--- src/rtl/cnt_seq_checker_sat_counter.sv ---
// Saturating up-counter: holds at all-ones once reached.
module sat_counter #(
    parameter int WIDTH = 8
) (
    input  logic             clk,
    input  logic             reset,
    input  logic             inc,
    output logic [WIDTH-1:0] cnt
);
    logic [WIDTH-1:0] cnt_reg;

    always_ff @(posedge clk) begin
        if (reset) begin
            cnt_reg <= '0;
        end else if (inc && (cnt_reg != '1)) begin
            cnt_reg <= cnt_reg + 1'b1;
        end
    end

    assign cnt = cnt_reg;
endmodule

--- config.mk ---
export PLATFORM = sky130hd
export DESIGN_NAME = sat_counter
export DESIGN_NICKNAME = d
export VERILOG_FILES = /design/src/rtl/cnt_seq_checker_sat_counter.sv
export SDC_FILE = /design/constraint.sdc
export NUM_CORES = 1
export LEC_CHECK = 0
export CAP_MARGIN = 20
export CORE_AREA = 5 5 42 44
export CTS_BUF_LIST = sky130_fd_sc_hd__clkbuf_4 sky130_fd_sc_hd__clkbuf_8
export CTS_CLUSTER_DIAMETER = 50
export DETAILED_ROUTE_END_ITERATION = 6
export DIE_AREA = 0 0 47 49
export PLACE_DENSITY_LB_ADDON = 0.15
export SYNTH_ARGS = -nofsm -noshare
export SYNTH_HDL_FRONTEND = slang
export SYNTH_SLANG_ARGS = --single-unit
--- constraint.sdc ---
create_clock -name clk -period 1.7 [get_ports clk]
set_input_delay 0.425 -clock clk [delete_from_list [all_inputs] [get_ports clk]]
set_output_delay 0.425 -clock clk [all_outputs]
set_load 0.02 [all_outputs]
==> results.md, run 1 <==
| Parameter | Reported | Unit |
|:---|:---|:---|
| Outcome | completed | - |
| Top post-synthesis cells by count | sky130_fd_sc_hd__dfxtp_1 (8), sky130_fd_sc_hd__a21oi_1 (5), sky130_fd_sc_hd__nand2_1 (5) | - |
| Worst-path fanout max | 2 | - |
| #FFs+latches synth | 8 | - |
| Clock-pin slew of the registers on the worst-case setup and hold paths | 0.06 | ns |
| Final design utilization | 42.9 | % |
| Die area | 2300 | sq um |
| Post-Synth Simple-Gate Area | 24.7 | % |
| Clock Tree Buf Depth | 2 | - |
| Post-synthesis xor/xnor area fraction | 0 | % |
| Final-report max-slew violation count | 0 | - |
| Family of cells with the greatest summed delay on the critical path | buffers and inverters | - |
| Clock insertion delay at the later pin of the skew report | 0.26 | ns |
| Critical path arrival | 1.20 | ns |
| TritonCTS Buffers | 3 | - |
| Gate count after technology mapping | 46 | - |
| Final sum of negative setup slack | 0 | ns |
| Slew margin rel. | 82.6 | % |
| Number of nets in the layout | 69 | - |
| Core Rows | 14 | - |
| Pin count of the biggest net entering global routing | 9 | - |
| Buf/Inv on CP | 1 | - |
| Number of DRC markers after the initial detailed-route iteration | 19 | - |
| CP endpoint kind | output port | - |
| Final hold violation count | 0 | - |
| Residual antenna-violating net count after detailed routing | 0 | - |
| Avg Cell Area, Syn | 9.36 | sq um |
| Slowest library cell on the worst path | sky130_fd_sc_hd__clkdlybuf4s50_1 | - |
| IR Drop Worst-Case VDD | 0.280 | mV |
| Post-CTS setup buffer count | 0 | - |
| CTS H-Tree Depth | 1 | - |
| Worst hold path class | register to register | - |
| Initial antenna violation count | 0 | - |
| Startpoint type of the worst setup path | register | - |
| Clk network pwr share | 38.6 | % |
| Largest incremental delay on the critical path | 0.60 | ns |
| Total net switching power | 0.0965 | mW |
| Port Buffers | 10 | - |
| Largest register FFs | 8 | - |
| Leak | 0.276 | nW |
| RSZ-0062 raised after global routing | no | - |
| Area contributors post-synth | sky130_fd_sc_hd__dfxtp_1 (37%), sky130_fd_sc_hd__a21oi_1 (5.8%), sky130_fd_sc_hd__a21boi_4 (4.4%) | - |
| Number of gates resized after CTS | 3 | - |
| Mux share of post-synthesis cell area | 5.81 | % |
| Overflow after GRT | 0 | - |
| Number of global-route vias before repair | 378 | - |
| Post-detailed-route via-to-cell ratio | 5.30 | - |
| Synthesis warning total | 0 | - |
| Initial Utilization | 30.7 | % |
| Data required, critical path | 1.27 | ns |
| List of cells traversed by the critical path | clkdlybuf4s50_1 | - |
| Post-Synthesis Cell Area | 430 | sq um |
| Compound-gate portion of the synthesized area | 25.9 | % |
| Clk sinks | 8 | - |
| Number of endpoints failing setup at the final stage | 0 | - |
| Largest family of logic cells by synthesized area | compound AO/OA/AOI/OAI gates | - |
| Cell at the root of the clock tree | sky130_fd_sc_hd__clkbuf_4 | - |
| Design internal power | 0.296 | mW |
| Highest clock frequency the design can meet | 617 | MHz |
| Via count | 419 | - |
| Routed wirelength normalized by instance count | 12.0 | um |
| Power per standard cell area | 653 | nW/um^2 |
| Category of the most critical setup path | register to output port | - |
| Most used flip-flop cell after synthesis | sky130_fd_sc_hd__dfxtp_1 | - |
| Proportion of synthesized flip-flops having asynchronous set or reset | 0 | % |
| Gate power share | 10.8 | % |
| Sequential share of the synthesized area | 37.2 | % |
| Remaining design rule violation count | 0 | - |
| Proportion of power drawn by flip-flops and latches | 50.6 | % |
| Detailed Routing Iterations Pass 1 | 4 | - |
| Core outline area | 1400 | sq um |
| Detail Placement HPWL | 764 | um |
| GP Congestion | 0.813 | - |
| Top-level I/O count | 11 | - |
| Hold bufs inserted after CTS | 0 | - |
| Area share of the largest cell type after synthesis | 37.2 | % |
| Period utilization | 95.4 | % |
| Dominant cell by count in the synthesized netlist | sky130_fd_sc_hd__dfxtp_1 | - |
| # Max-Cap Violations | 0 | - |
| Vertical die dimension | 49 | um |
| Antenna cell count | 0 | - |
| Top cell type by total area after synthesis | sky130_fd_sc_hd__dfxtp_1 | - |
| Distinct cell type count of the synthesized netlist | 25 | - |
| Horizontal extent of the die | 47 | um |
| Adder and majority gate portion of the synthesized area | 2.91 | % |
| Slew at the pin with the worst max-slew slack | 0.262 | ns |
| Total GRT Usage | 9.53 | % |
| Area growth, synth to finish | 39.5 | % |
| Final clock skew | 0.00697 | ns |
| Number of enable-type register cells in the synthesized netlist | 0 | - |
| Net switching share of the total power | 24.6 | % |
| Shortest period the worst path allows | 1.62 | ns |
| Wire length of the first global-routing pass | 1560 | um |
| Net count after synthesis | 50 | - |
| Share of final-layout standard cells stronger than drive strength 1 | 20.6 | % |
| Drt total wl | 945 | um |
| CTS tree | yes | - |
| Sum of internal, switching and leakage power | 0.392 | mW |
## worst paths after layout
kind,start,to,slack (ns),cells after the start
worst max-delay path,cnt[4]$_SDFFE_PP0P_,cnt[4],0.08,1
worst min-delay path,cnt[1]$_SDFFE_PP0P_,cnt[1]$_SDFFE_PP0P_,0.51,2
worst min register to register,cnt[1]$_SDFFE_PP0P_,cnt[1]$_SDFFE_PP0P_,0.51,2
worst max register to register,cnt[0]$_SDFFE_PP0P_,cnt[0]$_SDFFE_PP0P_,0.27,4
## metal layers
| metal | share of wire [%] | wire length, um | global-route usage [%] |
|---|---|---|---|
| met2 | 45 | 426 | 14.3 |
| met1 | 43 | 404 | 11.1 |
| met5 | 0 | 0 | 0 |
| met3 | 9.6 | 91 | 3.69 |
| met4 | 2.3 | 22 | 5.53 |
## cells in the final DEF (no fill, tap or decap), types with 2 or more instances in the layout
cell and count:
sky130_fd_sc_hd__nand4_1 2, sky130_fd_sc_hd__a211oi_1 2, sky130_fd_sc_hd__dlymetal6s2s_1 2, sky130_fd_sc_hd__buf_4 5, sky130_fd_sc_hd__nor3_1 2, sky130_fd_sc_hd__clkbuf_4 3
sky130_fd_sc_hd__o21bai_1 2, sky130_fd_sc_hd__a21oi_1 5, sky130_fd_sc_hd__clkdlybuf4s50_1 5, sky130_fd_sc_hd__dlygate4sd2_1 3, sky130_fd_sc_hd__dfxtp_1 8, sky130_fd_sc_hd__nand2_1 5
sky130_fd_sc_hd__and4_1 2, sky130_fd_sc_hd__nand3_1 2
## worst reg2reg max path, stage by stage (launching register included)
cell and delay (ns):
sky130_fd_sc_hd__dfxtp_1 0.35, sky130_fd_sc_hd__ha_1 0.27, sky130_fd_sc_hd__and3_4 0.22, sky130_fd_sc_hd__a21boi_4 0.18, sky130_fd_sc_hd__mux2_4 0.31
## per-stage QoR
| stage | std cells | hold slack, ns | worst slack, ns | cell area, sq um |
|---|---|---|---|---|
| after floorplan | 46 | 0.497 | 0.253 | 430 |
| after global placement | 76 | 0.504 | 0.0390 | 577 |
| after detailed placement | 76 | 0.507 | 0.0143 | 577 |
| after CTS | 79 | 0.515 | 0.00206 | 596 |
| after global routing | 79 | 0.544 | 0.0348 | 601 |
| final | 79 | 0.512 | 0.0783 | 601 |
## cell families after synthesis
logic type / Yosys count
AND/OR/NAND/NOR: 18
buffers and inverters: 2
adder cells (fa/ha/maj): 1
multiplexers: 2
AO/OA/AOI/OAI: 15
flip-flops: 8
## power by group through the flow
stage | Clock (mW) | Combinational (mW) | Sequential [mW]
2_1_floorplan | 0 | 0.0165 | 0.208
5_1_grt | 0.164 | 0.0467 | 0.200
3_3_place_gp | 0 | 0.0454 | 0.203
4_1_cts | 0.153 | 0.0430 | 0.199
3_5_place_dp | 0 | 0.0460 | 0.203
6_report | 0.151 | 0.0424 | 0.199
## layout make-up
cell class,count,area [sq um]
multi-input cells,36,255
well taps,16,20.0
fillers,157,801
repair buffers,15,139
clock buffers,3,22.5
flip-flops and latches,8,160
inverters,1,3.75
No activity file was read; power rests on OpenSTA's default activity.
==> run 2, diff against run 1 <==
--- a/config.mk
+++ b/config.mk
@@ -7,10 +7,11 @@
 export LEC_CHECK = 0
 export CAP_MARGIN = 20
 export CORE_AREA = 5 5 42 44
-export CTS_BUF_LIST = sky130_fd_sc_hd__clkbuf_4 sky130_fd_sc_hd__clkbuf_8
+export CTS_BUF_LIST = sky130_fd_sc_hd__clkbuf_4
 export CTS_CLUSTER_DIAMETER = 50
 export DETAILED_ROUTE_END_ITERATION = 6
 export DIE_AREA = 0 0 47 49
+export MAX_ROUTING_LAYER = met4
 export PLACE_DENSITY_LB_ADDON = 0.15
 export SYNTH_ARGS = -nofsm -noshare
 export SYNTH_HDL_FRONTEND = slang
==> results.md, run 2 (synthesis gave the netlist of run 1 again) <==
| Parameter | Reported | Unit | Change |
|:---|:---|:---|:---|
| GP Congestion | 0.825 | - | was 0.813 |
| Port Buffers | 10 | - | unchanged |
| CTS H-Tree Depth | 1 | - | unchanged |
| Worst-path fanout max | 2 | - | unchanged |
| Horizontal extent of the die | 47 | um | unchanged |
| Family of cells with the greatest summed delay on the critical path | buffers and inverters | - | unchanged |
| Detail Placement HPWL | 764 | um | unchanged |
| Core Rows | 14 | - | unchanged |
| Outcome | completed | - | unchanged |
| Total GRT Usage | 9.78 | % | was 9.53% |
| Die area | 2300 | sq um | unchanged |
| IR Drop Worst-Case VDD | 0.281 | mV | was 0.280 mV |
| Highest clock frequency the design can meet | 616 | MHz | was 617 MHz |
| Critical path origin | cnt[4]$_SDFFE_PP0P_ | - | unchanged |
| # Max-Cap Violations | 0 | - | unchanged |
| Finished Cell Area | 601 | sq um | unchanged |
| Core outline area | 1400 | sq um | unchanged |
| Final clock skew | 0.00731 | ns | was 0.00697 ns |
| Worst hold path class | register to register | - | unchanged |
| Source of the worst register-to-register timing path | cnt[0]$_SDFFE_PP0P_ | - | unchanged |
| Clk sinks | 8 | - | unchanged |
| List of cells traversed by the critical path | clkdlybuf4s50_1 | - | unchanged |
| Overflow after GRT | 0 | - | unchanged |
| Remaining design rule violation count | 0 | - | unchanged |
| Post-detailed-route via-to-cell ratio | 5.29 | - | was 5.30 |
| Slowest library cell on the worst path | sky130_fd_sc_hd__clkdlybuf4s50_1 | - | unchanged |
| CTS tree | yes | - | unchanged |
| Area growth, synth to finish | 39.5 | % | unchanged |
| Number of global-route vias before repair | 378 | - | unchanged |
| Sum of internal, switching and leakage power | 0.392 | mW | about the same |
| Hold depth | 2 | - | unchanged |
| Post-place instance area | 577 | sq um | unchanged |
| Drt total wl | 948 | um | was 945 um |
| Startpoint type of the worst setup path | register | - | unchanged |
| Post-CTS setup buffer count | 0 | - | unchanged |
| Clock insertion delay at the later pin of the skew report | 0.26 | ns | about the same |
| RSZ-0062 raised after global routing | no | - | unchanged |
| Clock-pin slew of the registers on the worst-case setup and hold paths | 0.06 | ns | about the same |
| Share of final-layout standard cells stronger than drive strength 1 | 20.6 | % | unchanged |
| CP endpoint kind | output port | - | unchanged |
| Final sum of negative setup slack | 0 | ns | unchanged |
| Antenna cell count | 0 | - | unchanged |
| Residual antenna-violating net count after detailed routing | 0 | - | unchanged |
| Final hold violation count | 0 | - | unchanged |
| Critical path arrival | 1.20 | ns | about the same |
| Category of the most critical setup path | register to output port | - | unchanged |
| Number of DRC markers after the initial detailed-route iteration | 19 | - | unchanged |
| Wire length of the first global-routing pass | 1560 | um | unchanged |
| Clock Tree Buf Depth | 2 | - | unchanged |
| Leading cell type in the layout, fill and taps excluded | sky130_fd_sc_hd__dfxtp_1 | - | unchanged |
| Detailed Routing Iterations Pass 1 | 4 | - | unchanged |
| Period utilization | 95.4 | % | about the same |
| Buf/Inv on CP | 1 | - | unchanged |
| Leak | 0.276 | nW | unchanged |
| Number of fillers in the final layout | 157 | - | unchanged |
| Slew margin rel. | 82.6 | % | unchanged |
| Data required, critical path | 1.27 | ns | about the same |
| Shortest period the worst path allows | 1.62 | ns | about the same |
| Worst R2R Setup Slack | 0.27 | ns | about the same |
| RR Endpoint | cnt[0]$_SDFFE_PP0P_ | - | unchanged |
| Pin count of the biggest net entering global routing | 9 | - | unchanged |
| Initial antenna violation count | 0 | - | unchanged |
| Via count | 418 | - | was 419 |
| Post-placement worst setup slack | 0.0143 | ns | unchanged |
| TritonCTS Buffers | 3 | - | unchanged |
| Initial Utilization | 30.7 | % | unchanged |
| Commonest non-fill, non-tap cells in the layout | sky130_fd_sc_hd__dfxtp_1 (8), sky130_fd_sc_hd__a21oi_1 (5), sky130_fd_sc_hd__nand2_1 (5), sky130_fd_sc_hd__clkdlybuf4s50_1 (5), sky130_fd_sc_hd__buf_4 (5) | - | unchanged |
| Final-report max-slew violation count | 0 | - | unchanged |
| Number of endpoints failing setup at the final stage | 0 | - | unchanged |
| CP endpoint | cnt[4] | - | unchanged |
| Slew at the pin with the worst max-slew slack | 0.262 | ns | unchanged |
| Hold bufs inserted after CTS | 0 | - | unchanged |
| Least setup slack across all paths after layout | 0.0778 | ns | was 0.0783 ns |
| Top-level I/O count | 11 | - | unchanged |
| Largest incremental delay on the critical path | 0.60 | ns | about the same |
| Count of cells along the worst register-to-register path | 4 | - | unchanged |
| Vertical die dimension | 49 | um | unchanged |
| Routed wirelength normalized by instance count | 12.0 | um | about the same |
| Power per standard cell area | 654 | nW/um^2 | was 653 nW/um^2 |
| Number of nets in the layout | 69 | - | unchanged |
| Largest register FFs | 8 | - | unchanged |
| Levels on crit path | 1 | - | unchanged |
| Cell at the root of the clock tree | sky130_fd_sc_hd__clkbuf_4 | - | unchanged |
## run 2: cell counts in the layout (fill, tap and decap cells not counted)
No cell type changed its count.
## run 2: how the worst min path moves through the flow
stage | start | end | slack (ns)
2_1_floorplan | reset | cnt[7]$_SDFFE_PP0P_ | 0.50
3_3_place_gp | cnt[1]$_SDFFE_PP0P_ | cnt[1]$_SDFFE_PP0P_ | 0.50
3_5_place_dp | cnt[1]$_SDFFE_PP0P_ | cnt[1]$_SDFFE_PP0P_ | 0.51
4_1_cts | cnt[5]$_SDFFE_PP0P_ | cnt[5]$_SDFFE_PP0P_ | 0.51
5_1_grt | cnt[5]$_SDFFE_PP0P_ | cnt[5]$_SDFFE_PP0P_ | 0.54
6_report | cnt[1]$_SDFFE_PP0P_ | cnt[1]$_SDFFE_PP0P_ | 0.51
## run 2: report_power, final
| part | switching [mW] | internal, mW |
|---|---|---|
| Combinational | 0.0202 | 0.0221 |
| Sequential | 0.00613 | 0.192 |
| Clock | 0.0704 | 0.0812 |
## run 2: area by class of cell
class                   instances  area, sq um  share of cell area [%]
well taps                      16         20.0                    3.33
repair buffers                 15          139                    23.1
flip-flops and latches          8          160                    26.7
multi-input cells              36          255                    42.5
inverters                       1         3.75                   0.625
clock buffers                   3         22.5                    3.75
## run 2: what timing repair did
action	4_1_cts	5_1_grt
setup endpoints to repair	3	2
pin swaps	0	0
resized for setup	3	2
## run 2: metrics by stage
stage	cells	hold slack (ns)	util (%)
finish	79	0.511	42.9
global route	79	0.544	42.9
CTS	79	0.515	42.5
floorplan	46	0.497	-
global placement	76	0.504	41.2
detailed placement	76	0.507	41.2
## run 2: routing by layer
metal	part of all wire [%]	track usage (%)
met4	2.3	5.53
met1	44	11.3
met5	0	-
met2	45	14.3
met3	8.3	3.32
## run 2: worst register-to-register path, cell delays in order (launching register included)
cell and delay, ns:
sky130_fd_sc_hd__dfxtp_1 0.35, sky130_fd_sc_hd__ha_1 0.27, sky130_fd_sc_hd__and3_4 0.22, sky130_fd_sc_hd__a21boi_4 0.18
sky130_fd_sc_hd__mux2_4 0.31
